**config.mk**
```make
export PLATFORM = sky130hd
export DESIGN_NAME = uart_tx_slave
export DESIGN_NICKNAME = d
export VERILOG_FILES = /design/src/rtl/uart_tx_slave.sv
export SDC_FILE = /design/constraint.sdc
export NUM_CORES = 1
export LEC_CHECK = 0
export BUFFER_PORTS_ARGS = -buffer_cell sky130_fd_sc_hd__buf_2
export CAP_MARGIN = 15
export CORE_MARGIN = 2
export CORE_UTILIZATION = 40
export CTS_BUF_LIST = sky130_fd_sc_hd__clkbuf_2
export DETAILED_ROUTE_END_ITERATION = 12
export PLACE_DENSITY = 0.59
export SYNTH_ARGS = -nofsm -noshare
export SYNTH_HDL_FRONTEND = slang
export SYNTH_SLANG_ARGS = --single-unit
export TNS_END_PERCENT = 50
```
**constraint.sdc**
```tcl
create_clock -name clk_in -period 4.4 [get_ports clk_in]
set_clock_uncertainty 0.2 [all_clocks]
set_input_delay 0.88 -clock clk_in [delete_from_list [all_inputs] [get_ports clk_in]]
set_output_delay 0.88 -clock clk_in [all_outputs]
set_load 0.01 [all_outputs]
```
**src/rtl/uart_tx_slave.sv**
```systemverilog
// uart_tx_slave: memory-mapped 8N1 UART transmitter that answers the core's
// data-RAM bus inside a 16-byte window. Written bytes are queued in a small
// FIFO and shifted out LSB first on tx_out; reads are combinational.
module uart_tx_slave #(
  parameter int                    ADDR_WIDTH = 32,
  parameter int                    DATA_WIDTH = 32,
  parameter logic [ADDR_WIDTH-1:0] BASE_ADDR  = 32'h2000_0000,
  parameter logic [15:0]           CLK_DIV    = 16'd4,
  parameter int                    FIFO_DEPTH = 8
) (
  input  logic                  clk_in,
  input  logic                  reset_in,
  input  logic                  ram_ce_in,
  input  logic                  ram_we_in,
  input  logic [ADDR_WIDTH-1:0] ram_addr_in,
  input  logic [DATA_WIDTH-1:0] ram_wdata_in,
  output logic [DATA_WIDTH-1:0] ram_rdata_out,
  output logic                  tx_out,
  output logic                  tx_busy_out
);

  localparam int               PTR_W    = $clog2(FIFO_DEPTH);
  localparam int               CNT_W    = PTR_W + 1;
  localparam logic [CNT_W-1:0] DEPTH_C  = CNT_W'(FIFO_DEPTH);
  localparam logic [CNT_W-1:0] CNT_ONE  = CNT_W'(1);
  localparam logic [PTR_W-1:0] PTR_ONE  = PTR_W'(1);

  typedef enum logic [1:0] {
    ST_IDLE  = 2'd0,
    ST_START = 2'd1,
    ST_DATA  = 2'd2,
    ST_STOP  = 2'd3
  } state_t;

  // Bus decode
  logic                  w_sel;
  logic                  w_rd;
  logic                  w_wr;
  logic [1:0]            w_off;
  logic                  w_push_req;
  logic                  w_push;
  logic                  w_pop;
  logic                  w_full;
  logic                  w_empty;
  logic [7:0]            w_fifo_byte;
  logic [3:0]            w_cnt_sat;
  logic [DATA_WIDTH-1:0] w_status;
  logic                  w_bit_end;
  logic                  w_unused;

  // FIFO storage and bookkeeping
  logic [7:0]            r_mem [FIFO_DEPTH];
  logic [PTR_W-1:0]      r_wr_ptr;
  logic [PTR_W-1:0]      r_rd_ptr;
  logic [CNT_W-1:0]      r_count;
  logic                  r_ovf;
  logic [15:0]           r_baud_div;

  // Transmitter
  state_t                r_state;
  logic                  r_tx;
  logic [7:0]            r_shift;
  logic [15:0]           r_bit_len;
  logic [15:0]           r_clk_cnt;
  logic [2:0]            r_bit_idx;

  assign w_sel      = ram_ce_in && (ram_addr_in[ADDR_WIDTH-1:4] == BASE_ADDR[ADDR_WIDTH-1:4]);
  assign w_rd       = w_sel && !ram_we_in;
  assign w_wr       = w_sel && ram_we_in;
  assign w_off      = ram_addr_in[3:2];
  assign w_full     = (r_count == DEPTH_C);
  assign w_empty    = (r_count == {CNT_W{1'b0}});
  // Fullness is judged on the pre-edge count, so a same-cycle pop never frees room.
  assign w_push_req = w_wr && (w_off == 2'd0);
  assign w_push     = w_push_req && !w_full;
  assign w_pop      = (r_state == ST_IDLE) && !w_empty;
  assign w_fifo_byte = r_mem[r_rd_ptr];
  assign w_cnt_sat  = (32'(r_count) > 32'd15) ? 4'hF : 4'(r_count);
  assign w_bit_end  = (r_clk_cnt == (r_bit_len - 16'd1));

  assign tx_out      = r_tx;
  assign tx_busy_out = (r_state != ST_IDLE) || !w_empty;

  // Address LSBs and upper write-data bits carry no meaning for this block.
  assign w_unused = ^{ram_wdata_in[DATA_WIDTH-1:16], ram_addr_in[1:0]};

  // Assemble the STATUS word from registered state.
  always_comb begin
    w_status      = {DATA_WIDTH{1'b0}};
    w_status[0]   = (r_state != ST_IDLE);
    w_status[1]   = w_full;
    w_status[2]   = w_empty;
    w_status[3]   = r_ovf;
    w_status[7:4] = w_cnt_sat;
  end

  // Combinational read mux; zero whenever the access is not a read of this window.
  always_comb begin
    ram_rdata_out = {DATA_WIDTH{1'b0}};
    if (w_rd) begin
      case (w_off)
        2'd1:    ram_rdata_out = w_status;
        2'd2:    ram_rdata_out = {{(DATA_WIDTH-16){1'b0}}, r_baud_div};
        default: ram_rdata_out = {DATA_WIDTH{1'b0}};
      endcase
    end else begin
      ram_rdata_out = {DATA_WIDTH{1'b0}};
    end
  end

  // FIFO data array; contents are don't-care while the count says empty.
  always_ff @(posedge clk_in) begin
    if (w_push) begin
      r_mem[r_wr_ptr] <= ram_wdata_in[7:0];
    end
  end

  // FIFO pointers and occupancy; simultaneous push and pop leave the count unchanged.
  always_ff @(posedge clk_in or negedge reset_in) begin
    if (!reset_in) begin
      r_wr_ptr <= {PTR_W{1'b0}};
      r_rd_ptr <= {PTR_W{1'b0}};
      r_count  <= {CNT_W{1'b0}};
    end else begin
      if (w_push) begin
        r_wr_ptr <= r_wr_ptr + PTR_ONE;
      end
      if (w_pop) begin
        r_rd_ptr <= r_rd_ptr + PTR_ONE;
      end
      case ({w_push, w_pop})
        2'b10:   r_count <= r_count + CNT_ONE;
        2'b01:   r_count <= r_count - CNT_ONE;
        default: r_count <= r_count;
      endcase
    end
  end

  // Sticky overflow flag (write-1-to-clear) and the baud divisor register.
  always_ff @(posedge clk_in or negedge reset_in) begin
    if (!reset_in) begin
      r_ovf      <= 1'b0;
      r_baud_div <= CLK_DIV;
    end else begin
      if (w_push_req && w_full) begin
        r_ovf <= 1'b1;
      end else if (w_wr && (w_off == 2'd1) && ram_wdata_in[3]) begin
        r_ovf <= 1'b0;
      end
      if (w_wr && (w_off == 2'd2)) begin
        r_baud_div <= ram_wdata_in[15:0];
      end
    end
  end

  // Frame serializer: bit length is latched at frame start so divisor writes
  // only take effect on the next frame; a divisor of 0 runs as 1.
  always_ff @(posedge clk_in or negedge reset_in) begin
    if (!reset_in) begin
      r_state   <= ST_IDLE;
      r_tx      <= 1'b1;
      r_shift   <= 8'h00;
      r_bit_len <= 16'd1;
      r_clk_cnt <= 16'd0;
      r_bit_idx <= 3'd0;
    end else begin
      case (r_state)
        ST_IDLE: begin
          r_tx <= 1'b1;
          if (w_pop) begin
            r_shift   <= w_fifo_byte;
            r_bit_len <= (r_baud_div == 16'd0) ? 16'd1 : r_baud_div;
            r_clk_cnt <= 16'd0;
            r_bit_idx <= 3'd0;
            r_tx      <= 1'b0;
            r_state   <= ST_START;
          end
        end
        ST_START: begin
          if (w_bit_end) begin
            r_clk_cnt <= 16'd0;
            r_tx      <= r_shift[0];
            r_state   <= ST_DATA;
          end else begin
            r_clk_cnt <= r_clk_cnt + 16'd1;
          end
        end
        ST_DATA: begin
          if (w_bit_end) begin
            r_clk_cnt <= 16'd0;
            r_shift   <= {1'b0, r_shift[7:1]};
            if (r_bit_idx == 3'd7) begin
              r_tx    <= 1'b1;
              r_state <= ST_STOP;
            end else begin
              r_bit_idx <= r_bit_idx + 3'd1;
              r_tx      <= r_shift[1];
            end
          end else begin
            r_clk_cnt <= r_clk_cnt + 16'd1;
          end
        end
        ST_STOP: begin
          if (w_bit_end) begin
            r_clk_cnt <= 16'd0;
            r_tx      <= 1'b1;
            r_state   <= ST_IDLE;
          end else begin
            r_clk_cnt <= r_clk_cnt + 16'd1;
          end
        end
        default: begin
          r_tx    <= 1'b1;
          r_state <= ST_IDLE;
        end
      endcase
    end
  end

endmodule

```
==> results of run 1 <==
## sequential cells by signal (all words and copies together) (netlist names), 3 cells and up
signal / cells
r_mem: 64
r_baud_div: 16
r_bit_len: 16
r_clk_cnt: 16
r_shift: 8
r_count: 4
r_bit_idx: 3
r_rd_ptr: 3
r_wr_ptr: 3
## critical path: stages (launching register included)
cell and delay (ns):
dfrtp_1 0.49, nor4_1 0.76, and2_1 0.45, inv_1 0.32, buf_2 0.24
## metal layers
metal / track usage [%] / routed length (µm)
met1: 22.22 / 6563
met2: 28.03 / 7194
met3: 4.227 / 576
met4: 6.424 / 274
met5: 0 / 0
## cell families after synthesis
| kind of cell | after synthesis | synth area share (%) |
|---|---|---|
| compound gates | 56 | 6.482 |
| xor+xnor | 38 | 4.802 |
| fa+ha+maj | 18 | 3.358 |
| buf+inv | 60 | 4.333 |
| flops | 137 | 54.14 |
| mux | 52 | 10.78 |
| other cells | 1 | 0.05411 |
| simple gates | 221 | 16.05 |
## repair_timing
item,CTS,global route
hold buffers,1,0
hold endpoints to repair,23,0
resized for setup,0,0
## cells in the mapped netlist (all sizes together), types with 4 or more instances
| master | count |
|---|---|
| nand2b | 4 |
| clkbuf | 19 |
| o221ai | 8 |
| nor2b | 5 |
| nand2 | 80 |
| nand4 | 8 |
| mux4 | 16 |
| nor3 | 12 |
| nor4 | 12 |
| buf | 23 |
| a22oi | 9 |
| dfrtp | 70 |
| a21oi | 4 |
| a22o | 4 |
| ha | 17 |
| xor2 | 18 |
| and2 | 10 |
| xnor2 | 20 |
| mux2i | 15 |
| nor4b | 7 |
| and3 | 15 |
| nor2 | 48 |
| edfxtp | 64 |
| inv | 18 |
| mux2 | 21 |
| o21ai | 10 |
## metrics by stage
stage          worst slack [ns]  util (%)  cell area (µm²)  power, W
2_1_floorplan            0.9949         -             6987  0.001460
3_5_place_dp             0.5505     43.59             7461  0.001506
4_1_cts                  0.3058     44.96             7695  0.002220
3_3_place_gp             0.6960     43.59             7461  0.001501
6_report                 0.3545     45.13             7725  0.002190
5_1_grt                 0.05696     45.13             7725  0.002297
## power groups by stage
stage | registers, W | logic, W | clock network [W]
after CTS | 0.00138 | 0.0000991 | 0.000738
after detailed placement | 0.00141 | 0.0000976 | 0
final | 0.00138 | 0.0000971 | 0.000710
after global routing | 0.00139 | 0.000112 | 0.000797
after global placement | 0.00141 | 0.0000934 | 0
after floorplan | 0.00140 | 0.0000560 | 0
## how the worst max path moves through the flow
stage / startpoint / end / slack [ns] / cells after the start
finish: r_count[1] / tx_busy_out / 0.35 / 4
global route: r_count[1] / tx_busy_out / 0.06 / 4
CTS: r_count[1] / tx_busy_out / 0.31 / 4
detailed placement: r_bit_len[1] / r_clk_cnt[15] / 0.55 / 10
global placement: r_bit_len[1] / r_shift[0] / 0.70 / 10
floorplan: ram_addr_in[27] / r_count[3] / 0.99 / 14
## final cells by class
type,instances,area [µm²],area share (%)
sequential,137,3752,48.57
multi-input combinational,401,2934,37.98
timing repair buffer,81,462.9,5.993
tap,225,281.5,3.644
clock inverter,15,138.9,1.798
clock buffer,17,85.08,1.101
inverter,18,67.56,0.8746
antenna,1,2.502,0.03239
==> out/metrics.yaml, run 1 <==
logic_synthesis:
  synth_cells: 583
  synth_edf_count: 64
  synth-seq-cells: 137
  synth.avg_cell_area_um2: 11.89
  synth_top_area_share_pct: 27.73
  synth_cell_types: 64
  ys_seq_area_share_pct: 54.14
  ys_async_sr_fraction_pct: 53.28
  yosysWarnings: 0
  synth_flop_cell: "dfrtp_1"
  synth_largest_area_cell: "edfxtp_1"
  yosys-top-cells-area: "edfxtp_1, dfrtp_1, mux4_2, nand2_1, mux2_2"
  syn_area_um2: 6930
sta:
  rsz0062_at_grt: "no"
  final_hold_viol_count: 0
  min_period_ns: 4.045
  hold_ws_ns: 0.1835
  slew_headroom_pct: 43.67
  drv_slew: 0
  period_share_pct: 91.94
  final.setup.tns_ns: 0
  worst_pin_slew_ns: 0.8373
  setup_violations: 0
  max_freq_mhz: 247.2
global_route:
  grtUsageTotal_pct: 17.17
  grt_pass1_wl_um: 24210
  grt_max_degree: 50
  grt_antenna_before_repair: 1
  grt_pass1_vias: 4726
  gr-total-overflow: 0
setup_path:
  critical_path_class: "reg -> out"
  critPathMaxFanout: 16
  r2r-end: "r_clk_cnt[15]"
  cp.arrival_ns: 2.97
  critPathCaptureType: "output port"
  rr_worst_depth: 10
  startpoint_type: "register"
  required_ns: 3.32
  r2r_slack_ns: 0.55
  worstReg2RegStart: "r_bit_len[1]"
cells_and_area:
  layout_common_cells: "nand2_1, dfrtp_1, buf_2"
  nNetsFinal: 742
  final-instance-count-excl-fill: 895
  drive_gt1_share_pct: 23.32
  synthToLayoutAreaGrowth_pct: 11.46
  final_common_cell: "nand2_1"
  fillCellCount: 1582
power_and_ir_drop:
  pwr-share-comb_pct: 4.4
  seqPwrFrac_pct: 63.1
  switching_share_pct: 26.00
  p_sw_w: 0.0005694
  power.internal_w: 0.001620
  p_leak_nw: 3.249
  ir_drop_v: 0.0001721
  p_clk_share_pct: 32.4
  powerDensity_nw_per_um2: 283.5
clocking:
  post_cts_buffers: 0
  clock_path_buffers: 2
  cts_buffers: 17
  clk_latency_ns: 0.72
  cts.clk_slew.worst_paths_ns: 0.20
  htreeDepth: 4
  cts.sinks: 137
  cts-root-buf: "clkbuf_2"
  cts_tree: "done"
detailed_routing:
  drt-vias-per-instance: 5.298
  drtAntennaViolNets: 0
  avgRoutedWirePerCell_um: 16.32
  drt-initial-drc-count: 368
  vias: 4742
  post-route-drc-count: 0
  first_pass_iters: 5
  drt-total-wl_um: 14610
hold_path:
  worstHoldEndpoint: "r_baud_div[8]"
  min_from: "ram_wdata_in[8]"
  min_delay_path_depth: 2
  hp-class: "in -> reg"
die:
  die_y_um: 135.6
  core_um2: 17120
  io_pins: 102
  start_util_pct: 40.49
  die_width_um: 135.6
  rows: 48
  dieArea_um2: 18400
placement:
  place.gp.congestion: 0.8136
  dp.cells: 860
  port_buffers: 67
  dp_hpwl_um: 10350
flow_run:
  maxCapViolations: 0
outcome:
  outcome: "finished clean"
Power figures use the tool's default switching activity.
==> run 2: changes to the inputs <==
--- a/config.mk
+++ b/config.mk
@@ -11,7 +11,6 @@
 export CORE_UTILIZATION = 40
 export CTS_BUF_LIST = sky130_fd_sc_hd__clkbuf_2
 export DETAILED_ROUTE_END_ITERATION = 12
-export PLACE_DENSITY = 0.59
 export SYNTH_ARGS = -nofsm -noshare
 export SYNTH_HDL_FRONTEND = slang
 export SYNTH_SLANG_ARGS = --single-unit
==> out/metrics.yaml, run 2 (synthesized netlist as in run 1, its figures left out) <==
hold_path:
  hp-class: "in -> reg"
clocking:
  clk_latency_ns: 0.73
  cts_buffers: 17
  clock_path_buffers: 2
  cts.clk_slew.worst_paths_ns: 0.23
  cts_tree: "done"
  post_cts_buffers: 0
  htreeDepth: 4
  cts_hold_buf: 1
  cts-root-buf: "clkbuf_2"
  ctsResizeCount: 0
  cts.sinks: 137
cells_and_area:
  top_register: "r_mem"
  drive_gt1_share_pct: 23.73
  final_common_cell: "nand2_1"
  finish.instance_area_um2: 7779
  synthToLayoutAreaGrowth_pct: 12.24
  layout_common_cells: "nand2_1, dfrtp_1, buf_2"
  final_util_pct: 45.45
  fillCellCount: 1584
  largest_reg_flops: 64
  nNetsFinal: 743
setup_path:
  critPathCaptureType: "output port"
  critPathMaxFanout: 16
  cp.arrival_ns: 2.88
  required_ns: 3.32
  critical_path_class: "reg -> out"
  startpoint_type: "register"
detailed_routing:
  drtAntennaViolNets: 0
  drt-initial-drc-count: 315
  drt-total-wl_um: 14680
  avgRoutedWirePerCell_um: 16.38
  drt-vias-per-instance: 5.219
  post-route-drc-count: 0
  first_pass_iters: 5
  vias: 4676
power_and_ir_drop:
  seqPwrFrac_pct: 60.2
  switching_share_pct: 26.30
  p_sw_w: 0.0006047
  p_leak_nw: 3.277
  p_clk_share_pct: 35.6
  ir_drop_v: 0.0002254
  powerDensity_nw_per_um2: 295.6
  pwr-share-comb_pct: 4.2
  power.internal_w: 0.001695
sta:
  rsz0062_at_grt: "no"
  setup_violations: 0
  postLayoutSetupSlackWorst_ns: 0.4370
  drv_slew: 0
  hold_ws_ns: 0.1608
  min_period_ns: 3.963
  period_share_pct: 90.07
  worst_pin_slew_ns: 0.7913
  final.setup.tns_ns: 0
  slew_headroom_pct: 47.24
  max_freq_mhz: 252.3
  final_hold_viol_count: 0
global_route:
  grt_max_degree: 33
  grt_antenna_before_repair: 1
  grt_pass1_wl_um: 23990
  grt_pass1_vias: 4646
  gr-total-overflow: 0
  grtUsageTotal_pct: 16.95
placement:
  placed_area_um2: 7468
  place.gp.congestion: 0.7736
  dp_hpwl_um: 10380
  port_buffers: 67
  post-place-ws_ns: 0.6061
die:
  rows: 48
  core_um2: 17120
  die_width_um: 135.6
  dieArea_um2: 18400
  die_y_um: 135.6
  io_pins: 102
  start_util_pct: 40.49
flow_run:
  maxCapViolations: 0
outcome:
  outcome: "finished clean"
[run 2: changes by cell type in the layout (fill, tap and decap cells not counted), sizes merged]
cell / delta
inv: +2
buf: +1
clkinv: -3
bufinv: +1
[run 2: cell type report]
class	instances	area [µm²]	share of cell area [%]
multi-input cells	401	2934	37.72
clock inverters	15	185.2	2.381
inverters	18	67.56	0.8686
clock buffers	17	85.08	1.094
well taps	225	281.5	3.619
diodes	1	2.502	0.03217
repair buffers	82	470.5	6.048
flip-flops and latches	137	3752	48.24
[run 2: path summary, 6_finish.rpt]
kind | start | end | slack (ns) | cells after the start
worst min register to register | r_wr_ptr[2] | r_wr_ptr[2] | 0.32 | 1
worst max register to register | r_bit_len[1] | r_shift[0] | 0.59 | 10
worst max-delay path | r_count[1] | tx_busy_out | 0.44 | 4
min in group asynchronous | reset_in | r_baud_div[10] | 0.40 | 2
worst min-delay path | ram_wdata_in[9] | r_baud_div[9] | 0.16 | 2
max in group asynchronous | reset_in | r_bit_len[0] | 2.74 | 3
[run 2: critical path, cell delays in order (launching register included)]
cell and delay (ns):
dfrtp_1 0.49, nor4_1 0.70, and2_1 0.43, inv_1 0.31, buf_2 0.24
[run 2: power groups by stage]
stage	Combinational, W	Clock [W]	Sequential [W]
CTS	0.0000992	0.000843	0.00138
global placement	0.0000943	0	0.00141
detailed placement	0.0000981	0	0.00141
finish	0.0000971	0.000818	0.00138
floorplan	0.0000560	0	0.00140
global route	0.000112	0.000889	0.00139
[run 2: metrics by stage]
step	cells	power (W)
finish	896	0.002299
global route	896	0.002388
CTS	894	0.002327
detailed placement	861	0.001508
global placement	861	0.001502
floorplan	598	0.001460
[run 2: routing by layer]
layer | track usage, % | wire (µm)
met4 | 5.556 | 187
met2 | 27.58 | 7088
met3 | 3.479 | 657
met1 | 22.77 | 6744
met5 | 0 | 0
==> run 3: changes to the inputs <==
--- a/config.mk
+++ b/config.mk
@@ -11,6 +11,7 @@
 export CORE_UTILIZATION = 40
 export CTS_BUF_LIST = sky130_fd_sc_hd__clkbuf_2
 export DETAILED_ROUTE_END_ITERATION = 12
+export MAX_ROUTING_LAYER = met4
 export SYNTH_ARGS = -nofsm -noshare
 export SYNTH_HDL_FRONTEND = slang
 export SYNTH_SLANG_ARGS = --single-unit
==> out/metrics.yaml, run 3 (synthesized netlist as in run 1, its figures left out) <==
flow_run:
  maxCapViolations: 0
die:
  core_um2: 17120
  die_width_um: 135.6
  die_y_um: 135.6
  start_util_pct: 40.49
  io_pins: 102
  rows: 48
  dieArea_um2: 18400
sta:
  max_freq_mhz: 252.3
  period_share_pct: 90.07
  setup_violations: 0
  worst_pin_slew_ns: 0.7826
  rsz0062_at_grt: "no"
  slew_headroom_pct: 47.83
  min_period_ns: 3.963
  final_hold_viol_count: 0
  drv_slew: 0
  final.setup.tns_ns: 0
clocking:
  cts.sinks: 137
  clk_latency_ns: 0.72
  cts-root-buf: "clkbuf_2"
  htreeDepth: 4
  cts_buffers: 17
  clock_path_buffers: 2
  cts.clk_slew.worst_paths_ns: 0.23
  cts_tree: "done"
  ctsResizeCount: 0
global_route:
  grtUsageTotal_pct: 17.46
  gr-total-overflow: 0
  grt_pass1_vias: 4641
  grt_pass1_wl_um: 23980
  grt_max_degree: 33
  grt_antenna_before_repair: 1
placement:
  port_buffers: 67
  dp.cells: 861
  dp_hpwl_um: 10380
  place.gp.congestion: 0.7841
cells_and_area:
  final-instance-count-excl-fill: 896
  final_common_cell: "nand2_1"
  largest_reg_flops: 64
  synthToLayoutAreaGrowth_pct: 12.24
  nNetsFinal: 743
  top_register: "r_mem"
  drive_gt1_share_pct: 23.73
  layout_common_cells: "nand2_1, dfrtp_1, buf_2"
setup_path:
  critPathMaxFanout: 16
  startpoint_type: "register"
  critPathCaptureType: "output port"
  cp.arrival_ns: 2.88
  rr_worst_depth: 10
  worstReg2RegStart: "r_bit_len[1]"
  required_ns: 3.32
  r2r_slack_ns: 0.56
  critical_path_class: "reg -> out"
  r2r-end: "r_shift[0]"
detailed_routing:
  drt-vias-per-instance: 5.237
  vias: 4692
  drtAntennaViolNets: 0
  avgRoutedWirePerCell_um: 16.33
  first_pass_iters: 4
  drt-initial-drc-count: 323
  post-route-drc-count: 0
  drt-total-wl_um: 14640
hold_path:
  min_delay_path_depth: 2
  worstHoldEndpoint: "r_baud_div[9]"
  min_from: "ram_wdata_in[9]"
  hp-class: "in -> reg"
outcome:
  outcome: "finished clean"
power_and_ir_drop:
  ir_drop_v: 0.0002271
  total_power_w: 0.002299
  powerDensity_nw_per_um2: 295.6
  p_leak_nw: 3.277
==> run 3: cell counts in the layout (fill, tap and decap cells not counted) <==
No cell type changed its count.
==> run 3: report_power, final <==
group / internal (W) / total, W / switching, W
logic: 0.0000410 / 0.0000971 / 0.0000561
clock network: 0.000288 / 0.000818 / 0.000530
registers: 0.00137 / 0.00138 / 0.0000186
==> run 3: what timing repair did <==
action | CTS | global route
buffers inserted | 0 | 0
hold endpoints to repair | 19 | 0
hold buffers | 1 | 0
==> run 3: per-layer routing <==
layer	GRT usage, %	part of all wire (%)
met2	27.47	49
met1	22.97	46
met4	4.861	0.80
met3	3.816	4.4
met5	-	0
==> run 3: how the worst max path moves through the flow <==
| stage | startpoint | to | slack (ns) |
|---|---|---|---|
| floorplan | ram_addr_in[27] | r_count[3] | 0.99 |
| global route | r_bit_len[1] | r_clk_cnt[6] | 0.25 |
| CTS | r_count[1] | tx_busy_out | 0.39 |
| global placement | r_bit_len[1] | r_shift[0] | 0.70 |
| finish | r_count[1] | tx_busy_out | 0.44 |
| detailed placement | r_bit_len[1] | r_shift[0] | 0.61 |
==> run 3: metrics by stage <==
step | instance area (µm²) | util, % | hold slack, ns | setup slack, ns
global placement | 7468 | 43.63 | 0.2668 | 0.6958
floorplan | 6987 | - | 0.2492 | 0.9949
CTS | 7749 | 45.27 | 0.08537 | 0.3915
global route | 7779 | 45.45 | 0.09526 | 0.2475
finish | 7779 | 45.45 | 0.1672 | 0.4371
detailed placement | 7468 | 43.63 | 0.2760 | 0.6061
==> run 3: critical path: stages (launching register included) <==
cell and delay, ns:
dfrtp_1 0.49, nor4_1 0.70, and2_1 0.44, inv_1 0.30, buf_2 0.23
==> run 3: area by class of cell <==
type                            instances  area (µm²)
Clock inverter                         15       185.2
Antenna cell                            1       2.502
Multi-Input combinational cell        401        2934
Fill cell                            1584        9338
Tap cell                              225       281.5
Sequential cell                       137        3752
Clock buffer                           17       85.08
Inverter                               18       67.56
Timing Repair Buffer                   82       470.5
